### config.mk
export PLATFORM = sky130hd
export DESIGN_NAME = m2_port_arbiter
export DESIGN_NICKNAME = d
export VERILOG_FILES = /design/src/rtl/m2_port_arbiter.sv
export SDC_FILE = /design/constraint.sdc
export NUM_CORES = 1
export LEC_CHECK = 0
export ABC_AREA = 1
export BUFFER_PORTS_ARGS = -buffer_cell sky130_fd_sc_hd__buf_4
export CAP_MARGIN = 0
export CORE_AREA = 8 8 211 213
export CTS_BUF_LIST = sky130_fd_sc_hd__clkbuf_2 sky130_fd_sc_hd__clkbuf_4 sky130_fd_sc_hd__clkbuf_8
export CTS_CLUSTER_SIZE = 24
export DETAILED_ROUTE_END_ITERATION = 10
export DIE_AREA = 0 0 219 221
export PLACE_DENSITY = 0.34
export SLEW_MARGIN = 20
export SYNTH_ARGS = -nofsm -noshare
export SYNTH_HDL_FRONTEND = slang
export SYNTH_SLANG_ARGS = --single-unit
### constraint.sdc
create_clock -name clock -period 1.5 [get_ports clock]
set_input_delay 0.45 -clock clock [delete_from_list [all_inputs] [get_ports clock]]
set_output_delay 0.45 -clock clock [all_outputs]
set_load 0.02 [all_outputs]
### src/rtl/m2_port_arbiter.sv
// Two-port req/gnt arbiter sharing the m2 scratchpad port between the input pipeline (port 0)
// and the CDF engine (port 1). Define ARB_STATS_EN to add per-port wait-cycle counters.
module m2_port_arbiter #(
  parameter int ADDR_W   = 16,
  parameter int WDATA_W  = 128,
  parameter int RDATA_W  = 36,
  parameter int RD_LAT   = 1,
  parameter int MAX_HOLD = 64
) (
  input  logic               clock,
  input  logic               rst_n,
  input  logic               req0,
  input  logic               req1,
  input  logic               lock0,
  input  logic               lock1,
  input  logic               rd_en0,
  input  logic               rd_en1,
  input  logic               we0,
  input  logic               we1,
  input  logic [ADDR_W-1:0]  raddr0,
  input  logic [ADDR_W-1:0]  raddr1,
  input  logic [ADDR_W-1:0]  waddr0,
  input  logic [ADDR_W-1:0]  waddr1,
  input  logic [WDATA_W-1:0] wdata0,
  input  logic [WDATA_W-1:0] wdata1,
  output logic               gnt0,
  output logic               gnt1,
  output logic               rvalid0,
  output logic               rvalid1,
  output logic [RDATA_W-1:0] m2_rdata_o,
  input  logic [RDATA_W-1:0] m2_rdata_i,
  output logic [ADDR_W-1:0]  m2_raddr,
  output logic [ADDR_W-1:0]  m2_waddr,
  output logic [WDATA_W-1:0] m2_wdata,
`ifdef ARB_STATS_EN
  output logic [15:0]        wait_cnt0,
  output logic [15:0]        wait_cnt1,
`endif
  output logic               m2_we
);

  localparam int HOLD_W = (MAX_HOLD > 1) ? $clog2(MAX_HOLD) : 1;
  localparam logic [HOLD_W-1:0] HOLD_MAX = HOLD_W'(MAX_HOLD - 1);

  typedef enum logic [1:0] {
    IDLE = 2'd0,
    OWN0 = 2'd1,
    OWN1 = 2'd2
  } state_t;

  state_t              state_q, state_d;
  logic                last_q, last_d;     // 1: port 1 was served last
  logic [HOLD_W-1:0]   hold_q, hold_d;
  logic                other_wait;
  logic [RD_LAT-1:0][1:0] tag_q;

  // NOTE: every variable assigned in always_comb gets a default first, so no path can infer a latch.
  always_comb begin
    state_d = state_q;
    last_d  = last_q;
    unique case (state_q)
      IDLE: begin
        if (req0 && req1)  state_d = last_q ? OWN0 : OWN1;
        else if (req0)     state_d = OWN0;
        else if (req1)     state_d = OWN1;
      end
      OWN0: begin
        if (!req0)                                      state_d = req1 ? OWN1 : IDLE;
        else if (req1 && (hold_q == HOLD_MAX) && !lock0) state_d = OWN1;
      end
      OWN1: begin
        if (!req1)                                      state_d = req0 ? OWN0 : IDLE;
        else if (req0 && (hold_q == HOLD_MAX) && !lock1) state_d = OWN0;
      end
      default: state_d = IDLE;
    endcase
    if ((state_q == OWN0) && (state_d != OWN0)) last_d = 1'b0;
    if ((state_q == OWN1) && (state_d != OWN1)) last_d = 1'b1;
  end

  assign other_wait = ((state_q == OWN0) && req1) || ((state_q == OWN1) && req0);

  // Hold counter measures how long the non-owner has been kept waiting under the current grant.
  always_comb begin
    hold_d = hold_q;
    if ((state_d != state_q) || !other_wait) hold_d = '0;
    else if (hold_q != HOLD_MAX)             hold_d = hold_q + 1'b1;
  end

  // NOTE: sequential state uses non-blocking assignments so every flop samples pre-edge values.
  always_ff @(posedge clock or negedge rst_n) begin
    if (!rst_n) begin
      state_q <= IDLE;
      last_q  <= 1'b1;
      hold_q  <= '0;
    end else begin
      state_q <= state_d;
      last_q  <= last_d;
      hold_q  <= hold_d;
    end
  end

  assign gnt0 = (state_q == OWN0);
  assign gnt1 = (state_q == OWN1);

  // Memory side follows the registered grant; a non-granted port's strobes are dropped.
  always_comb begin
    m2_raddr = '0;
    m2_waddr = '0;
    m2_wdata = '0;
    m2_we    = 1'b0;
    if (gnt0) begin
      m2_raddr = raddr0;
      m2_waddr = waddr0;
      m2_wdata = wdata0;
      m2_we    = we0;
    end else if (gnt1) begin
      m2_raddr = raddr1;
      m2_waddr = waddr1;
      m2_wdata = wdata1;
      m2_we    = we1;
    end
  end

  // NOTE: the read-tag pipe is reset (unlike a data RAM) so reads in flight at reset never return.
  always_ff @(posedge clock or negedge rst_n) begin
    if (!rst_n) begin
      tag_q <= '0;
    end else begin
      tag_q[0] <= {gnt1 & rd_en1, gnt0 & rd_en0};
      for (int i = 1; i < RD_LAT; i++) tag_q[i] <= tag_q[i-1];
    end
  end

  assign rvalid0    = tag_q[RD_LAT-1][0];
  assign rvalid1    = tag_q[RD_LAT-1][1];
  assign m2_rdata_o = m2_rdata_i;

`ifdef ARB_STATS_EN
  always_ff @(posedge clock or negedge rst_n) begin
    if (!rst_n) begin
      wait_cnt0 <= '0;
      wait_cnt1 <= '0;
    end else begin
      if (req0 && !gnt0 && (wait_cnt0 != 16'hFFFF)) wait_cnt0 <= wait_cnt0 + 16'd1;
      if (req1 && !gnt1 && (wait_cnt1 != 16'hFFFF)) wait_cnt1 <= wait_cnt1 + 16'd1;
    end
  end
`endif

endmodule

* Yosys cells after proc, flatten, opt, wreduce, memory -nomap -nowiden
Cells that the tools add are included.
** Word-level totals
- Memories kept :: 0
- RAM bits :: 0
- Input bits :: 366
- Register bits after elaboration :: 11
- Latch bits :: 0
- Memory bits (read-only) :: 0
- Output and inout port bits :: 201
** Operators by class
- Muxes and demuxes :: 23
- Add/subtract/negate cells :: 1
- Divide/modulo/power cells :: 0
- Reduce and logical (&&, ||, !) cells :: 17
- Bitwise logic cells :: 2
- Shifts and indexed selects :: 0
- $mul :: 0
- Magnitude comparators :: 0
- Equal/unequal tests :: 7
** Operators with widths (count)
- 128-bit 2-to-1 mux :: 2
- 16-bit 2-to-1 mux :: 4
- 2-bit 2-to-1 mux :: 9
- 6-bit 2-to-1 mux :: 2
- 1-bit logical AND :: 9
- 6-bit by 1-bit adder with 6-bit output (second input constant) :: 1
- 6-bit equality test (second input constant) :: 1
- 6-bit inequality test (second input constant) :: 1
- 2-bit one-hot mux with 3 select lines :: 1
- 1-bit 2-to-1 mux :: 5
- 2-bit nonzero test :: 2
- 1-bit zero test :: 3
- 1-bit bitwise AND :: 2
- 2-bit by 1-bit equality test with 1-bit output (second input constant) :: 1
- 2-bit equality test (second input constant) :: 1
- 2-bit zero test :: 1
- 1-bit logical OR :: 2
- 2-bit by 1-bit inequality test with 1-bit output (second input constant) :: 1
- 2-bit inequality test :: 1
- 2-bit inequality test (second input constant) :: 1

* Depth between registers and ports, before layout
Gate-level depths: netlist (run 1).
- Depth in word-level cells :: 10
- Mapped depth :: 10
- Depth with buffers taken out :: 10

* Worst setup path after synthesis (run 1)
OpenSTA, ideal clock, no wires.
- Kind :: flip-flop to output port
- From :: register state_q[0]
- To :: output m2_raddr[10]
- Arrival :: 1.200 ns
- Stages on the path, launching flop included :: 5
- Buffers on the path :: 2
- Slack :: -0.150 ns
- Cell sequence :: dfrtp_1 > nor2_4 > buf_6 > buf_2 > a22o_1
** On the way
- Longest elaborated chain between the ends :: 3
- Elaborated cells between the ends (all ways) :: 4
- Those cells by class :: eq/ne (2); mux (2)
** RTL lines
- from (decl) :: line 51 : state_t state_q, state_d;
- from (signal assigned) :: line 97 : state_q <= state_d;
- 2-bit equality test :: line 104 : assign gnt1 = (state_q == OWN1);
- net gnt1 :: line 27 : output logic gnt1,
- 16-bit 2-to-1 mux :: line 117 : end else if (gnt1) begin
- 16-bit 2-to-1 mux :: line 112 : if (gnt0) begin
- to (decl) :: line 32 : output logic [ADDR_W-1:0] m2_raddr,
The timed path passes the listed nets, and every way through them passes these cells.

* Final worst setup path (run 1)
- From :: register state_q[1]
- To :: output m2_wdata[60]
** On the way
- Longest elaborated chain between the ends :: 3
- Elaborated cells between the ends (all ways) :: 4
- Those cells by class :: eq/ne (2); mux (2)
** RTL lines
- 2-bit equality test :: line 104
- 128-bit 2-to-1 mux :: line 117
- 128-bit 2-to-1 mux * :: line 112
- to (decl) :: line 34 : output logic [WDATA_W-1:0] m2_wdata,
Every way passes the cells marked *; elsewhere a longest branch is shown, timed or not.

==> flow_summary.ini, run 1 <==
[grt]
global_route_wire_length_before_repair_um = 36800
grt_max_degree = 51
grtUsageTotal_pct = 10.1
vias_in_the_first_global_route = 5287
gr-total-overflow = 0
grt_antenna_before_repair = 4

[clocking]
holdBufCountCts = 0
cts-htree-levels = 1
register_clock_pin_slew_on_the_reported_worst_setup_and_hold_paths_ns = 0.05
clk_path_buf_depth = 2
root_buffer = sky130_fd_sc_hd__clkbuf_8
worstSkewPairLatency_ns = 0.24
cts_buffers = 3
tritoncts = built
numClockSinks = 11

[run_status]
failing_checks = setup timing
run_status = finished, violations left

[yosys]
synth_top_family_by_area = compound AO/OA/AOI/OAI gates
post_synth_num_cell_types = 29
ys_ff_latch = 11
post_synth_main_area_contributors = sky130_fd_sc_hd__a22o_1, sky130_fd_sc_hd__buf_4, sky130_fd_sc_hd__dfrtp_1
yosys.area_share.simple_pct = 9.75
synth.cell_area_mm2 = 0.00259
postSynthCellCount = 309
yosysWarnings = 0
post-synth-top-count-cell = sky130_fd_sc_hd__a22o_1
synth_largest_type_area_fraction_pct = 54.4
synth-xor-area-share_pct = 0.338
synth-edff-count = 0
adder_cell_share_of_the_synthesized_area_pct = 0.483
synthMuxAreaShare_pct = 0.386
synth_top_flop_cell = sky130_fd_sc_hd__dfrtp_1
synth_area_leader_cell = sky130_fd_sc_hd__a22o_1
synth_fp_nets = 676
synth.yosys.seq_area_share_pct = 10.7
synth_commonest_cells = sky130_fd_sc_hd__a22o_1, sky130_fd_sc_hd__buf_4, sky130_fd_sc_hd__buf_2
synth-compound-area-share_pct = 57.0
synth_area_per_cell_um2 = 8.39
async_flop_share_pct = 100

[timing]
setup_repair_after_global_routing_missed_its_margin = true
max-slew-margin-rel_pct = 81.8
worst_slew_pin_slew_ns = 0.271
hold_viol_final = 0
final_setup_violation_count = 171
timing.final.crit_period_ns = 2.04
layout_worst_path_cycle_share_pct = 136
setup_total_negative_slack_ns = -80.69
max_clock_freq_mhz = 491
report.final.slew_viol_count = 0
worst_clock_skew_ns = 0.00180
final.setup.worst_slack_ns = -0.536

[floorplanning]
die_x_um = 219
fp.dieArea_mm2 = 0.0484
dieHeight_um = 221
row_count = 75
initial_core_util_pct = 6.28
core_region_area_mm2 = 0.0413
design.portCount = 567

[setup_path]
worst-path-max-fanout = 6
arrival_ns = 1.59
ff2ff_path_depth = 9
ff2ff_setup_slack_ns = -0.14
critical_path_required_ns = 1.05
cp-end-kind = primary output
critPathKind = reg2out
worst_setup_path_start_kind = flop

[power]
sw_frac_of_total_pct = 46.2
leakage_uw = 0.00429
switching_power_uw = 7380
clkPwrFrac_pct = 2.0
vdd_ir_drop_max_mv = 0.671
intPower_uw = 8610
p_seq_share_pct = 2.7
power_frac_comb_pct = 95.3
cellPowerDensity_mw_per_mm2 = 1870

[cells_and_area]
fin_util_pct = 20.8
postLayoutCellArea_mm2 = 0.00857
area_added_between_synthesis_and_finish_pct = 231
final.fill_count = 4572
share_of_final_layout_standard_cells_stronger_than_drive_strength_1_pct = 82.5
final_net_count = 1161

[routing]
drt_drc_violations_left = 0
detail_route.wl_per_cell_um = 21.3
vias = 4724
ant_nets = 0
drt_pass1_iterations = 4
wl_um = 28400
drt-vias-per-instance = 3.54
detail_route.iter0.violations = 125

[placed_design]
detailed_place_hpwl_um = 23500
buffer_ports.inserted = 494
gp_routability_congestion = 0.738
placedInstanceArea_mm2 = 0.00750

[hold_path]
hold_path_class = in2async

[flow_run]
cap_violations = 0
[power by group through the flow]
| stage | Clock [uW] | Sequential, uW | Combinational (uW) |
|---|---|---|---|
| 6_report | 322 | 433 | 15200 |
| 3_3_place_gp | 0 | 442 | 12700 |
| 4_1_cts | 345 | 436 | 14200 |
| 2_1_floorplan | 0 | 464 | 7520 |
| 3_5_place_dp | 0 | 441 | 12700 |
| 5_1_grt | 358 | 442 | 16200 |
[cells by family (layout without fill, tap and decap cells)]
group           count (synthesis)  count (layout)
flops                          11              11
mux                             1               1
fa+ha+maj                       1               1
compound gates                170             170
buf+inv                        82             566
other cells                     0               1
xor+xnor                        1               1
simple gates                   43              43
[critical path, cell delays in order, from the launching register on]
cell and delay, ns:
sky130_fd_sc_hd__dfrtp_1 0.39, sky130_fd_sc_hd__inv_2 0.11, sky130_fd_sc_hd__nor2_4 0.07, sky130_fd_sc_hd__buf_4 0.14
sky130_fd_sc_hd__buf_8 0.13, sky130_fd_sc_hd__buf_16 0.14, sky130_fd_sc_hd__a22o_4 0.24, sky130_fd_sc_hd__buf_6 0.13
[layout make-up]
class,count,area [um2],share of cell area [%]
Clock buffer,4,48.8,0.569
Timing Repair Buffer,550,5080,59.3
Tap cell,539,674,7.87
Multi-Input combinational cell,216,2420,28.2
Sequential cell,11,278,3.24
Inverter,11,58.8,0.686
Timing Repair inverter,1,8.76,0.102
Antenna cell,1,2.50,0.0292
[what timing repair did]
action / 4_1_cts / 5_1_grt
setup buffers: 4 / 4
pin swaps: 4 / 7
setup endpoints to repair: 169 / 171
gates cloned: 2 / 8
resized for setup: 125 / 67
[metal layers]
metal,routed length (um),global-route usage [%]
met5,27,0
met4,304,1.38
met3,3680,4.69
met2,14000,17.8
met1,10500,11.0
[worst paths after layout]
kind                            start            to
setup / recovery           state_q[1]  m2_wdata[60]
hold / removal                  rst_n      tag_q[0]
setup reg to reg           state_q[0]     hold_q[3]
hold reg to reg                last_q        last_q
max in group asynchronous       rst_n        last_q
min in group clock             rd_en1      tag_q[1]
[state kept, by name, summed over array words and instances (netlist names)]
register,flops
hold_q,6
tag_q,2
last_q,1
state_q,2
[layout by cell type (no fill, tap or decap), types with 2 or more instances in the layout]
cell                        instances
sky130_fd_sc_hd__buf_8              5
sky130_fd_sc_hd__o21ai_0            2
sky130_fd_sc_hd__o22ai_1            2
sky130_fd_sc_hd__nand3_1            5
sky130_fd_sc_hd__nor2_1            10
sky130_fd_sc_hd__buf_6            159
sky130_fd_sc_hd__inv_6              2
sky130_fd_sc_hd__nand3_2            3
sky130_fd_sc_hd__clkbuf_8           3
sky130_fd_sc_hd__nand4_1            2
sky130_fd_sc_hd__nor2_4             3
sky130_fd_sc_hd__a22o_4            74
sky130_fd_sc_hd__clkbuf_16          6
sky130_fd_sc_hd__nand2_2            3
sky130_fd_sc_hd__a22o_1            87
sky130_fd_sc_hd__dfrtp_1            9
sky130_fd_sc_hd__buf_4            366
sky130_fd_sc_hd__inv_2              2
sky130_fd_sc_hd__buf_16             5
sky130_fd_sc_hd__inv_1              7
sky130_fd_sc_hd__nand2_1            8
sky130_fd_sc_hd__buf_12             9
sky130_fd_sc_hd__nor2_2             7
[stage by stage]
| step | hold slack, ns | std cells | setup WS [ns] | total power (uW) |
|---|---|---|---|---|
| finish | 0.0352 | 1333 | -0.536 | 16000 |
| global route | 0.0396 | 1333 | -0.614 | 17000 |
| CTS | 0.0359 | 1321 | -0.580 | 15000 |
| detailed placement | 0.300 | 1311 | -0.368 | 13100 |
| global placement | 0.309 | 1311 | -0.377 | 13200 |
| floorplan | 0.154 | 309 | -0.139 | 7980 |
Note: power is estimated with default switching activity, not from simulation.
==> run 2: changes to the inputs <==
--- a/config.mk
+++ b/config.mk
@@ -8,12 +8,12 @@
 export ABC_AREA = 1
 export BUFFER_PORTS_ARGS = -buffer_cell sky130_fd_sc_hd__buf_4
 export CAP_MARGIN = 0
-export CORE_AREA = 8 8 211 213
+export CORE_AREA = 8 8 212 214
 export CTS_BUF_LIST = sky130_fd_sc_hd__clkbuf_2 sky130_fd_sc_hd__clkbuf_4 sky130_fd_sc_hd__clkbuf_8
 export CTS_CLUSTER_SIZE = 24
 export DETAILED_ROUTE_END_ITERATION = 10
-export DIE_AREA = 0 0 219 221
-export PLACE_DENSITY = 0.34
+export DIE_AREA = 0 0 220 222
+export PLACE_DENSITY = 0.33
 export SLEW_MARGIN = 20
 export SYNTH_ARGS = -nofsm -noshare
 export SYNTH_HDL_FRONTEND = slang
==> constraint.sdc (replaced) <==
create_clock -name clock -period 2.5 [get_ports clock]
set_input_delay 0.75 -clock clock [delete_from_list [all_inputs] [get_ports clock]]
set_output_delay 0.75 -clock clock [all_outputs]
set_load 0.02 [all_outputs]
==> run 2 against run 1 <==
Compared with the run above:
- the run now ends clean
- die area is 0.91% higher
- routed wire length shrank 7.8%
- power is 54% lower
- sequential power shrank 36%
==> flow_summary.ini, run 2 (synthesis results as in run 1) <==
[setup_path]
arrival_ns = 1.67
worst-path-max-fanout = 14
critPathKind = reg2out
crit_path_max_incr_delay_ns = 0.42
critical_path_required_ns = 1.75
ff2ff_setup_slack_ns = 0.84
worstPathCellList = inv_4 > nand2_4 > clkinv_8 > buf_16 > buf_4 > a22o_1 > buf_4
critPathMostFrequentCell = sky130_fd_sc_hd__buf_4
ff2ff_path_depth = 10
worst_r2r_startpoint = hold_q[0]
worst_path_max_delay_cell = sky130_fd_sc_hd__dfrtp_2
timing.rr.end = hold_q[3]
cp-end-kind = primary output
worst_setup_path_start_kind = flop

[timing]
setup_total_negative_slack_ns = 0
layout_worst_path_cycle_share_pct = 96.7
worst_clock_skew_ns = 0.00109
max-slew-margin-rel_pct = 83.1
worst_slew_pin_slew_ns = 0.252
setup_repair_after_global_routing_missed_its_margin = false
hold_viol_final = 0
final_setup_violation_count = 0
timing.final.crit_period_ns = 2.42
final.setup.worst_slack_ns = 0.0817
max_clock_freq_mhz = 414
report.final.slew_viol_count = 0

[power]
vdd_ir_drop_max_mv = 0.428
leakage_uw = 0.00358
cellPowerDensity_mw_per_mm2 = 1060

[routing]
detail_route.wl_per_cell_um = 20.1
drt_pass1_iterations = 4
wl_um = 26200
detail_route.iter0.violations = 142
drt_drc_violations_left = 0
vias = 4585
drt-vias-per-instance = 3.51
ant_nets = 0

[flow_run]
cap_violations = 0

[placed_design]
place_ws_ns = 0.263
detailed_place_hpwl_um = 22300
gp_routability_congestion = 0.809
buffer_ports.inserted = 494

[clocking]
clk_path_buf_depth = 2
numClockSinks = 11
cts_buffers = 3
root_buffer = sky130_fd_sc_hd__clkbuf_8
register_clock_pin_slew_on_the_reported_worst_setup_and_hold_paths_ns = 0.05
cts-htree-levels = 1
worstSkewPairLatency_ns = 0.23
tritoncts = built

[grt]
gr-total-overflow = 0
global_route_wire_length_before_repair_um = 33000
grtUsageTotal_pct = 8.91
vias_in_the_first_global_route = 5029
grt_antenna_before_repair = 2
grt_max_degree = 55

[cells_and_area]
mostFrequentLayoutCells = sky130_fd_sc_hd__buf_4, sky130_fd_sc_hd__a22o_1, sky130_fd_sc_hd__nor2_1
share_of_final_layout_standard_cells_stronger_than_drive_strength_1_pct = 72.2
antenna-diode-count = 0
largest_register_ffs = 6
leading_registers_by_flop_count = hold_q (6), state_q (2), tag_q (2)
final_net_count = 1134
regMostFlops = hold_q
area_added_between_synthesis_and_finish_pct = 169
layout_commonest_cell = sky130_fd_sc_hd__buf_4

[floorplanning]
design.portCount = 567
row_count = 75
initial_core_util_pct = 6.25
fp.dieArea_mm2 = 0.0488
die_x_um = 220
dieHeight_um = 222
core_region_area_mm2 = 0.0415

[run_status]
run_status = finished clean

[hold_path]
hold_path_class = in2async
[run 2: cell count changes in the layout (fill, tap and decap cells not counted), moves of 2 or more]
cell / previous run / this run
sky130_fd_sc_hd__a22o_1: 87 / 161
sky130_fd_sc_hd__clkbuf_16: 6 / 4
sky130_fd_sc_hd__a22o_4: 74 / 0
sky130_fd_sc_hd__buf_4: 366 / 509
sky130_fd_sc_hd__buf_6: 159 / 1
sky130_fd_sc_hd__buf_16: 5 / 2
sky130_fd_sc_hd__buf_8: 5 / 0
sky130_fd_sc_hd__inv_6: 2 / 0
[run 2: metal layers]
metal / vias to the layer above / global-route usage, % / wire length [um]
met5: - / 0 / 23
met4: 4 / 2.57 / 688
met3: 36 / 3.72 / 3280
met2: 345 / 16.2 / 12900
met1: 2081 / 9.19 / 9290
li1: 2119 / - / -
[run 2: cell type report]
class                           instances  area, um2
Clock buffer                            4       48.8
Fill cell                            4710      34500
Timing Repair Buffer                  524       4150
Sequential cell                        11        279
Multi-Input combinational cell        216       1760
Tap cell                              539        674
Inverter                               11       56.3
[run 2: timing repair]
| item | CTS | global route |
|---|---|---|
| gates resized for setup | 0 | 9 |
| endpoints found under the setup margin | 0 | 97 |
| setup buffers | 0 | 5 |
| hold buffers | 0 | 0 |
[run 2: where the power goes]
part | leakage (uW) | switching (uW) | internal (uW)
registers | 0.000143 | 48.4 | 229
logic | 0.00341 | 3730 | 3210
clock network | 0.0000262 | 64.4 | 123
total | 0.00358 | 3840 | 3570
[run 2: critical path: cells and delay by family (launching register included)]
kind                   cells  cell delay [ns]
AOI/OAI and AO/OA          1             0.19
buffers and inverters      5             0.68
DFF                        1             0.42
and+or+nand+nor            1             0.12
[run 2: worst max path at each step]
stage / startpoint / to
after global placement: state_q[1] / m2_raddr[13]
after floorplan: state_q[0] / m2_raddr[10]
after detailed placement: state_q[1] / m2_raddr[13]
after global routing: state_q[1] / m2_wdata[59]
final: state_q[1] / m2_wdata[59]
after CTS: state_q[1] / m2_raddr[13]
[run 2: through the flow]
step | power [uW] | area (um2) | hold WS (ns) | util [%] | cells
global placement | 7030 | 6750 | 0.509 | 16.3 | 1292
detailed placement | 6950 | 6750 | 0.508 | 16.3 | 1292
global route | 7870 | 6970 | 0.348 | 16.8 | 1305
finish | 7410 | 6970 | 0.344 | 16.8 | 1305
floorplan | 3990 | 2590 | 0.454 | - | 309
CTS | 7150 | 6800 | 0.343 | 16.4 | 1296
